<file path="config.mk">
export PLATFORM = sky130hd
export DESIGN_NAME = scoreboard_issuer
export DESIGN_NICKNAME = d
export VERILOG_FILES = /design/src/rtl/scoreboard_pkg.sv /design/src/rtl/scoreboard_issuer_ptr.sv /design/src/rtl/scoreboard_issuer.sv
export SDC_FILE = /design/constraint.sdc
export NUM_CORES = 1
export LEC_CHECK = 0
export BUFFER_PORTS_ARGS = -buffer_cell sky130_fd_sc_hd__buf_2
export CAP_MARGIN = 20
export CELL_PAD_IN_SITES_DETAIL_PLACEMENT = 1
export CELL_PAD_IN_SITES_GLOBAL_PLACEMENT = 2
export CORE_MARGIN = 2
export CORE_UTILIZATION = 30
export DETAILED_ROUTE_END_ITERATION = 16
export PLACE_DENSITY = 0.82
export RECOVER_POWER = 25
export SLEW_MARGIN = 15
export SYNTH_ARGS = -nofsm -noshare
export SYNTH_HDL_FRONTEND = slang
export SYNTH_HIERARCHICAL = 1
export SYNTH_SLANG_ARGS = --single-unit
export TNS_END_PERCENT = 5
</file>
<file path="constraint.sdc">
create_clock -name clk -period 5.4 [get_ports clk]
set_input_delay 1.62 -clock clk [delete_from_list [all_inputs] [get_ports clk]]
set_output_delay 1.62 -clock clk [all_outputs]
set_load 0.01 [all_outputs]
</file>
<file path="src/rtl/scoreboard_pkg.sv">
// Shared constants and enumerations for the scoreboard issuer.
// The top and pointer modules are parameterised; these are their defaults.
package scoreboard_pkg;

  localparam int DEF_SCRBRD_SIZE  = 32;
  localparam int DEF_PC_WIDTH     = 32;
  localparam int DEF_OPCODE_WIDTH = 5;
  localparam int DEF_IDX_W        = $clog2(DEF_SCRBRD_SIZE);

  typedef enum logic {
    RUN   = 1'b0,
    FLUSH = 1'b1
  } state_e;

  typedef enum logic [2:0] {
    OP_NONE      = 3'd0,
    OP_RETIRE    = 3'd1,
    OP_CMPL      = 3'd2,
    OP_ALLOC     = 3'd3,
    OP_FLUSH_INV = 3'd4
  } op_e;

endpackage

</file>
<file path="src/rtl/scoreboard_issuer_ptr.sv">
// Circular head/tail/count bookkeeping for the scoreboard, plus a live-range
// test for one index against the window [head, head+count).
module scoreboard_issuer_ptr
  import scoreboard_pkg::*;
#(
  parameter int SIZE = DEF_SCRBRD_SIZE,
  localparam int IW  = $clog2(SIZE)
) (
  input  logic          clk,
  input  logic          rst,
  input  logic          inc_head,
  input  logic          inc_tail,
  input  logic [IW-1:0] chk_idx,
  output logic [IW-1:0] head,
  output logic [IW-1:0] tail,
  output logic [IW:0]   count,
  output logic          full,
  output logic          empty,
  output logic          chk_live
);

  logic [IW-1:0] head_r;
  logic [IW-1:0] tail_r;
  logic [IW:0]   count_r;
  logic [IW-1:0] offset_s;

  // Pointers wrap naturally because SIZE is a power of two
  always_ff @(posedge clk) begin
    if (!rst) begin
      head_r  <= '0;
      tail_r  <= '0;
      count_r <= '0;
    end else begin
      if (inc_head) head_r <= head_r + IW'(1);
      if (inc_tail) tail_r <= tail_r + IW'(1);
      count_r <= count_r + (IW+1)'(inc_tail) - (IW+1)'(inc_head);
    end
  end

  assign offset_s = chk_idx - head_r;
  assign chk_live = ({1'b0, offset_s} < count_r);
  assign head     = head_r;
  assign tail     = tail_r;
  assign count    = count_r;
  assign full     = (count_r == (IW+1)'(SIZE));
  assign empty    = (count_r == '0);

endmodule

</file>
<file path="src/rtl/scoreboard_issuer.sv">
// Scoreboard write-port initiator: allocates entries in circular order, records
// completions, retires in program order and flushes all live entries on request.
module scoreboard_issuer
  import scoreboard_pkg::*;
#(
  parameter int SCRBRD_SIZE  = DEF_SCRBRD_SIZE,
  parameter int PC_WIDTH     = DEF_PC_WIDTH,
  parameter int OPCODE_WIDTH = DEF_OPCODE_WIDTH,
  localparam int IDX_W       = $clog2(SCRBRD_SIZE)
) (
  input  logic                    clk,
  input  logic                    rst,
  input  logic                    disp_vld,
  output logic                    disp_rdy,
  input  logic [PC_WIDTH-1:0]     disp_pc,
  input  logic [OPCODE_WIDTH-1:0] disp_opcode,
  output logic [IDX_W-1:0]        disp_idx,
  input  logic                    cmpl_vld,
  output logic                    cmpl_rdy,
  input  logic [IDX_W-1:0]        cmpl_idx,
  input  logic                    flush,
  output logic                    retire_vld,
  output logic [IDX_W-1:0]        retire_idx,
  output logic                    cmpl_err,
  output logic [IDX_W-1:0]        sb_idx,
  output logic                    sb_pc_vld,
  output logic [PC_WIDTH-1:0]     sb_pc,
  output logic                    sb_opcode_vld,
  output logic [OPCODE_WIDTH-1:0] sb_opcode,
  output logic                    sb_completed_vld,
  output logic                    sb_invalidate_vld,
  output logic [IDX_W:0]          count,
  output logic                    full,
  output logic                    empty
);

  state_e                  state_r, state_nx_s;
  op_e                     op_s;
  logic [SCRBRD_SIZE-1:0]  done_r;
  logic [IDX_W-1:0]        head_s, tail_s;
  logic                    full_s, empty_s, cmpl_live_s;
  logic                    retire_s, cmpl_err_s, disp_rdy_s, cmpl_rdy_s;
  logic                    inc_head_s, inc_tail_s;

  logic [IDX_W-1:0]        sb_idx_r, retire_idx_r;
  logic [PC_WIDTH-1:0]     sb_pc_r;
  logic [OPCODE_WIDTH-1:0] sb_opcode_r;
  logic                    sb_pc_vld_r, sb_opcode_vld_r, sb_completed_vld_r;
  logic                    sb_invalidate_vld_r, retire_vld_r, cmpl_err_r;

  scoreboard_issuer_ptr #(.SIZE(SCRBRD_SIZE)) u_ptr (
    .clk      (clk),
    .rst      (rst),
    .inc_head (inc_head_s),
    .inc_tail (inc_tail_s),
    .chk_idx  (cmpl_idx),
    .head     (head_s),
    .tail     (tail_s),
    .count    (count),
    .full     (full_s),
    .empty    (empty_s),
    .chk_live (cmpl_live_s)
  );

  assign retire_s   = !empty_s && done_r[head_s];
  assign inc_head_s = (op_s == OP_RETIRE) || (op_s == OP_FLUSH_INV);
  assign inc_tail_s = (op_s == OP_ALLOC);

  // Operation select; a sampled flush suppresses every op in that cycle
  always_comb begin
    op_s       = OP_NONE;
    state_nx_s = state_r;
    cmpl_err_s = 1'b0;
    disp_rdy_s = 1'b0;
    cmpl_rdy_s = 1'b0;
    case (state_r)
      RUN: begin
        if (flush) begin
          state_nx_s = FLUSH;
        end else begin
          cmpl_rdy_s = !retire_s;
          disp_rdy_s = !full_s && !retire_s && !cmpl_vld;
          if (retire_s) begin
            op_s = OP_RETIRE;
          end else if (cmpl_vld) begin
            if (cmpl_live_s && !done_r[cmpl_idx]) op_s = OP_CMPL;
            else cmpl_err_s = 1'b1;
          end else if (disp_vld && disp_rdy_s) begin
            op_s = OP_ALLOC;
          end else begin
            op_s = OP_NONE;
          end
        end
      end
      FLUSH: begin
        if (!empty_s) op_s = OP_FLUSH_INV;
        else state_nx_s = RUN;
      end
      default: state_nx_s = RUN;
    endcase
  end

  // FSM state register
  always_ff @(posedge clk) begin
    if (!rst) state_r <= RUN;
    else      state_r <= state_nx_s;
  end

  // Per-entry completion flags; wiped while flushing
  always_ff @(posedge clk) begin
    if (!rst) begin
      done_r <= '0;
    end else if (state_r == FLUSH) begin
      done_r <= '0;
    end else begin
      case (op_s)
        OP_RETIRE: done_r[head_s]   <= 1'b0;
        OP_CMPL:   done_r[cmpl_idx] <= 1'b1;
        OP_ALLOC:  done_r[tail_s]   <= 1'b0;
        default:   done_r <= done_r;
      endcase
    end
  end

  // Registered write port; data fields hold their last value between ops
  always_ff @(posedge clk) begin
    if (!rst) begin
      sb_idx_r            <= '0;
      sb_pc_r             <= '0;
      sb_opcode_r         <= '0;
      retire_idx_r        <= '0;
      sb_pc_vld_r         <= 1'b0;
      sb_opcode_vld_r     <= 1'b0;
      sb_completed_vld_r  <= 1'b0;
      sb_invalidate_vld_r <= 1'b0;
      retire_vld_r        <= 1'b0;
      cmpl_err_r          <= 1'b0;
    end else begin
      sb_pc_vld_r         <= (op_s == OP_ALLOC);
      sb_opcode_vld_r     <= (op_s == OP_ALLOC);
      sb_completed_vld_r  <= (op_s == OP_CMPL);
      sb_invalidate_vld_r <= inc_head_s;
      retire_vld_r        <= (op_s == OP_RETIRE);
      cmpl_err_r          <= cmpl_err_s;
      case (op_s)
        OP_ALLOC: begin
          sb_idx_r    <= tail_s;
          sb_pc_r     <= disp_pc;
          sb_opcode_r <= disp_opcode;
        end
        OP_CMPL:      sb_idx_r <= cmpl_idx;
        OP_RETIRE: begin
          sb_idx_r     <= head_s;
          retire_idx_r <= head_s;
        end
        OP_FLUSH_INV: sb_idx_r <= head_s;
        default:      sb_idx_r <= sb_idx_r;
      endcase
    end
  end

  assign disp_rdy          = disp_rdy_s;
  assign cmpl_rdy          = cmpl_rdy_s;
  assign disp_idx          = tail_s;
  assign full              = full_s;
  assign empty             = empty_s;
  assign sb_idx            = sb_idx_r;
  assign sb_pc             = sb_pc_r;
  assign sb_opcode         = sb_opcode_r;
  assign sb_pc_vld         = sb_pc_vld_r;
  assign sb_opcode_vld     = sb_opcode_vld_r;
  assign sb_completed_vld  = sb_completed_vld_r;
  assign sb_invalidate_vld = sb_invalidate_vld_r;
  assign retire_vld        = retire_vld_r;
  assign retire_idx        = retire_idx_r;
  assign cmpl_err          = cmpl_err_r;

endmodule

</file>
Word level (Yosys, flattened, before mapping)
Cells that the tools add are included.
{"block": "word_totals", "regBits": 101, "input_bits": 47}
{"block": "op_classes", "add_sub_neg": 5, "n_lt_le_gt_ge": 7, "n_eq_ne": 5, "n_mux": 27, "bitwise_logic": 8, "reduce_logical": 20}
{"op": "32-bit case mux with 3 select lines", "n": 1}
{"op": "32-bit AND", "n": 2}
{"op": "32-bit inverter", "n": 2}
{"op": "32-bit bitwise OR", "n": 1}
{"op": "5-bit by 6-bit < comparator with 1-bit output (second input constant)", "n": 3}
{"op": "1-bit demux with 5-bit select", "n": 3}
{"op": "5-bit by 1-bit greater-or-equal comparator with 1-bit output (second input constant)", "n": 3}
{"op": "5-bit case mux with 3 select lines", "n": 1}
{"op": "1-bit two-way mux", "n": 12}
{"op": "3-bit two-way mux", "n": 4}
{"op": "5-bit by 1-bit adder with 5-bit output (second input constant)", "n": 2}
{"op": "1-bit binary-select mux with 5-bit select", "n": 2}
{"op": "1-bit logical AND", "n": 8}
{"op": "6-bit by 1-bit adder with 6-bit output", "n": 1}
{"op": "3-bit by 2-bit equality test with 1-bit output (second input constant)", "n": 2}
{"op": "6-bit equality test (second input constant)", "n": 1}
{"op": "6-bit zero test", "n": 1}
{"op": "5-bit by 6-bit < comparator with 1-bit output", "n": 1}
{"op": "3-bit case mux with 2 select lines", "n": 1}
{"op": "3-bit nonzero test", "n": 2}
{"op": "6-bit by 1-bit subtractor with 6-bit output", "n": 1}
{"op": "1-bit zero test", "n": 5}
{"op": "5-bit OR reduction", "n": 1}
{"op": "5-bit subtractor", "n": 1}
{"op": "other kinds (7)", "n": 11}

Logic depth before layout (Yosys ltp)
{"block": "depth", "word_depth": 15, "depth_mapped": 25, "ltp_nobuf": 25}

Hierarchy
Netlist, hierarchy kept.
{"mod": "scoreboard_issuer", "n_inst": 1, "cells_each": 491, "area_per_inst_um2": 4420.5, "seq_area_each_um2": 1701.6}
{"mod": "scoreboard_issuer_ptr", "n_inst": 1, "cells_each": 116, "area_per_inst_um2": 1104.8, "seq_area_each_um2": 320.3}

Worst setup path before layout
OpenSTA, ideal clock, no wires.
{"block": "synth_timing", "kind": "in2reg", "from": "input cmpl_idx[0]", "to": "register u_ptr.count_r[4], in the netlist u_ptr/count[4]", "setup_time_ns": 0.072, "arrival_ns": 5.576, "path_slack_ns": -0.247, "cell_stages": 25, "path_buffers": 0, "path_cell_list": "inv_1 ha_1 inv_1 fa_1 a21o_1 a21oi_1 xnor2_1 ha_1 a21oi_1 o22a_1 inv_1 a311oi_1 and4_1 o21ai_0 a21oi_1 nor2_1 ha_1 inv_1 ha_1 inv_1 fa_1 inv_1 a21oi_1 o21bai_1 mux2i_1"}
{"element": "start, declared", "line": "scoreboard_issuer.sv:20", "text": "input logic [IDX_W-1:0] cmpl_idx,"}
{"element": "5-bit subtractor (*)", "line": "scoreboard_issuer_ptr.sv:40", "text": "assign offset_s = chk_idx - head_r;"}
{"element": "5-bit by 6-bit < comparator with 1-bit output (*)", "line": "scoreboard_issuer_ptr.sv:41", "text": "assign chk_live = ({1'b0, offset_s} < count_r);"}
{"element": "named net cmpl_live_s", "line": "scoreboard_issuer.sv:41", "text": "logic full_s, empty_s, cmpl_live_s;"}
{"element": "1-bit logical AND (*)", "line": "scoreboard_issuer.sv:86", "text": "if (cmpl_live_s && !done_r[cmpl_idx]) op_s = OP_CMPL;"}
{"element": "2-bit two-way mux (*)", "line": "scoreboard_issuer.sv:86"}
{"element": "3-bit two-way mux (*)", "line": "scoreboard_issuer.sv:85", "text": "end else if (cmpl_vld) begin"}
{"element": "3-bit two-way mux (*)", "line": "scoreboard_issuer.sv:83", "text": "if (retire_s) begin"}
{"element": "3-bit two-way mux (*)", "line": "scoreboard_issuer.sv:78", "text": "if (flush) begin"}
{"element": "3-bit case mux with 2 select lines (*)", "line": "scoreboard_issuer.sv:76", "text": "case (state_r)"}
{"element": "3-bit by 1-bit equality test with 1-bit output / 3-bit equality test (equally long branches)", "line": "scoreboard_issuer.sv:66", "text": "assign inc_head_s = (op_s == OP_RETIRE) || (op_s == OP_FLUSH_INV);"}
{"element": "1-bit logical OR (*)", "line": "scoreboard_issuer.sv:66"}
{"element": "named net inc_head_s", "line": "scoreboard_issuer.sv:43", "text": "logic inc_head_s, inc_tail_s;"}
{"element": "6-bit by 1-bit subtractor with 6-bit output (*)", "line": "scoreboard_issuer_ptr.sv:36", "text": "count_r <= count_r + (IW+1)'(inc_tail) - (IW+1)'(inc_head);"}
{"element": "end signal, assigned", "line": "scoreboard_issuer_ptr.sv:36"}
{"element": "end, declared", "line": "scoreboard_issuer_ptr.sv:24", "text": "logic [IW:0] count_r;"}
Mark *: on every way through the listed nets, which the timed path passes. The rest lies on a longest branch. The select of a mux whose other input is x is not followed.
A chain may end at the register's enable or synchronous reset.

Worst setup path in the final report
Ends and elaborated chain as after synthesis.

==> results by group <==
Synthesis
  • Post-Syn Area: approximately 0.0055 sq mm
  • Synthesized area per cell: 9.103 sq um
  • Seq/Total Area, Yosys: 0.3659
  • Synth top area cells: dfxtp_1 37%, nand2_1 6.4%, mux2i_1 5.4%, ha_1 4.3%, a2111oi_1 4.0%
  • Area leader, netlist: dfxtp_1
  • Area fraction of the dominant cell type after synthesis: 0.3659
  • Async SR Flop Fraction: 0
  • Syn_nets: between 600 and 700
  • Syn Inst Count: 607
  • FF+latch count, synth: approximately 100
  • Main flop type after synthesis: dfxtp_1
  • Yosys warnings: 6
  • EDFF count, synth: 0
  • Synth cell types: 71

Setup path
  • Flop2flop setup slack: 0.75 ns
  • Worst EP required: 5.68 ns
  • Crit-path max FO: 3
  • Critical Path End Type: flip-flop
  • Critical path class: primary input to flip-flop
  • Worst EP arrival: 5.55 ns
  • R2R depth: 24
  • Startpoint types: primary input
  • R2r endpoint: u_ptr/count[4]
  • Worst r2r src: u_ptr/head[0]

Floorplanning
  • I/O pin cnt: ~120
  • Total die area: 0.01952 sq mm
  • Starting Density: 0.3065
  • Die Y: 139.7 um
  • Floorplan row count: 49
  • Die W: about 140 um
  • Core area: 0.01802 sq mm

Routing
  • Total number of vias: about 5400
  • Met3 WL: ~1.3 mm
  • WL met1: roughly 8.7 mm
  • Max Used Layer: met4
  • Initial DRC Count: 432
  • Final antenna-violating net count: 0
  • # DRC: 0
  • Via/cell ratio: ~5.7
  • WL met2: roughly 9.6 mm
  • DR WL/cell: between 20 and 25 um
  • Drt pass-1 iters: 5
  • Final wirelength: a little over 20 mm

Clock network
  • Worst-Skew Late Latency: around 0.35 ns
  • Total CTS buffers: 9
  • Worst-path clk slew: roughly 0.07 ns
  • Clk sinks: between 100 and 150
  • CTS tree: built
  • H-tree levels: 3
  • Maximum clock path buffer count: 2
  • Clk root buf: clkbuf_16

STA
  • Max Fclk: ~190 MHz
  • Final Critical Period: 5.275 ns
  • Total negative setup slack: 0 ns
  • Worst slew pin tran: between 2 and 2.5 ns
  • Worst setup margin: ~0.13 ns
  • Tcrit/Tclk final: 0.9768
  • Hold Violations, Final: 0
  • Final setup viols: 0
  • RSZ-0062 raised after global routing: yes
  • Pins Over Slew Limit: between 40 and 50
  • Fin Clk Skew: roughly 0.011 ns
  • Fin Hold WS: around 0.46 ns
  • Max_slew headroom: -0.3906

Hold path
  • Min-delay src: sb_pc[7]
  • Worst Hold Path EP: sb_pc[7]
  • Hold WC Path Type: flip-flop to flip-flop
  • Worst Hold Path Cells: 2

Global routing
  • Largest net degree at the start of global routing: 48
  • GRT overflow: 0
  • Initial antenna violation count: 0
  • Total track usage: 0.2030
  • Vias in the first global route: between 5000 and 6000
  • First-pass GRT wire length: around 31 mm

Cells and area
  • Final #Nets: between 700 and 800
  • Final core utilization: 0.3736
  • Area Growth Syn to Fin: 21.88%
  • Final Instance Area: between 0.006 and 0.007 sq mm
  • Antenna Cells: 0
  • Final Non-Filler Cells: 955
  • Share of cells above drive strength 1: 0.2314

Power and ir drop
  • Sw frac: 0.3451
  • Combinational share of power: 0.329
  • Peak VDD IR: approximately 0.16 mV
  • Switching power: around 800 uW
  • P_int: between 1.5 and 2 mW
  • Part of the power in registers: 0.366
  • Clock power share: 0.305
  • Total power draw: ~2.3 mW
  • Leakage power: 2.488 nW
  • Cell Pwr Density: 343.0 mW/mm^2

Job
  • Max-cap violations: 1

Placement
  • Placed Cells: 935
  • Area after DPL: roughly 0.0064 sq mm
  • Final GP Congestion: 0.8850
  • Port Buf Inserts: about 110
  • Half-perimeter wire length after placement: ~14 mm
  • Post-place setup slack: -0.3629 ns

Status
  • Failing checks: max-capacitance violations, max-slew violations
  • Status: finished with violations
[worst max-delay path by stage]
stage / from / to / cells after the start
after floorplan: cmpl_idx[0] / u_ptr/count[4] / 25
after global placement: cmpl_idx[0] / u_ptr/count[4] / 26
after detailed placement: cmpl_idx[0] / u_ptr/count[4] / 26
after CTS: cmpl_idx[0] / u_ptr/count[4] / 26
after global routing: cmpl_idx[0] / u_ptr/count[4] / 26
final: cmpl_idx[0] / u_ptr/count[4] / 26
[synth_stat cells, drive strengths merged (10+ instances only)]
master and instances:
clkbuf 17, nor2 51, ha 19, a21oi 46
mux2i 31, nand2 94, buf 21, and2 18
inv 22, dfxtp 101, xnor2 10, a2111oi 32
a41oi 22, a31oi 11
[worst max-delay path, stage by stage]
cell and delay [ns]:
buf_8 0.10, inv_4 0.05, ha_4 0.13, inv_4 0.04
fa_2 0.35, a21o_1 0.20, a21oi_2 0.13, xnor2_1 0.13
ha_1 0.28, a21oi_2 0.14, o22a_1 0.18, inv_1 0.07
a311oi_2 0.19, and4_4 0.27, o21ai_2 0.08, a21oi_2 0.20
nor2_4 0.07, ha_4 0.22, inv_2 0.06, ha_4 0.13
inv_2 0.04, fa_2 0.36, inv_2 0.06, a21oi_2 0.04
o21bai_1 0.20, mux2i_1 0.19
[cell usage in the layout, fill, tap and decap left out, types with 11 or more instances in the layout]
master     synthesis  layout
clkbuf_1          12      43
buf_2              7      72
a21oi_1           44      40
a41oi_1           22      22
dfxtp_1          101     101
inv_1             20      15
and2_1            17      17
mux2i_1           30      30
ha_1              19      16
a31oi_1           11      11
nor2_1            50      49
buf_4              8      28
nand2_1           94      94
a2111oi_1         22      22
[cell type report]
cell class,instances,area [sq um]
clock inverter,5,85.08
sequential,101,2022
timing repair buffer,144,763.2
inverter,22,87.58
clock buffer,10,229.0
fill,2137,11290
multi-input combinational,444,3261
tap,229,286.5
[cells by family (layout without fill, tap and decap cells)]
group	after synthesis	after routing	share of synthesized area
AOI/OAI and AO/OA	139	139	0.1895
xor gates and xnor gates	14	14	0.02219
muxes	46	46	0.1080
buffers and inverters	62	181	0.06023
and+or+nand+nor	224	224	0.2038
adders and majority gates	21	21	0.05027
DFF	101	101	0.3659
[metal layers]
metal,global-route usage,vias up
li1,-,2451
met1,0.2548,2657
met2,0.3384,257
met3,0.03269,59
met4,0.1000,0
met5,0,-
[flip-flops by register name, indices dropped and copies added (netlist names)]
name,flops
done_r,32
sb_invalidate_vld,1
sb_idx,5
sb_opcode_vld,1
sb_opcode,5
retire_idx,5
u_ptr/head,5
u_ptr/tail,5
state_r,1
sb_pc,32
cmpl_err,1
u_ptr/count,6
sb_completed_vld,1
retire_vld,1
[what timing repair did]
action                                  in CTS  in global routing
endpoints found under the setup margin       1                  5
pin swaps                                    3                 14
resized for setup                            0                 19
hold buffers                                 0                  0
buffers inserted                             2                  2
[power groups by stage]
stage	sequential [mW]	clock, mW	combinational (mW)
2_1_floorplan	0.863	0	0.461
3_3_place_gp	0.857	0	0.675
3_5_place_dp	0.859	0	0.709
4_1_cts	0.842	0.722	0.717
5_1_grt	0.852	0.749	0.822
6_report	0.845	0.705	0.760
No activity file was read; power rests on OpenSTA's default activity.
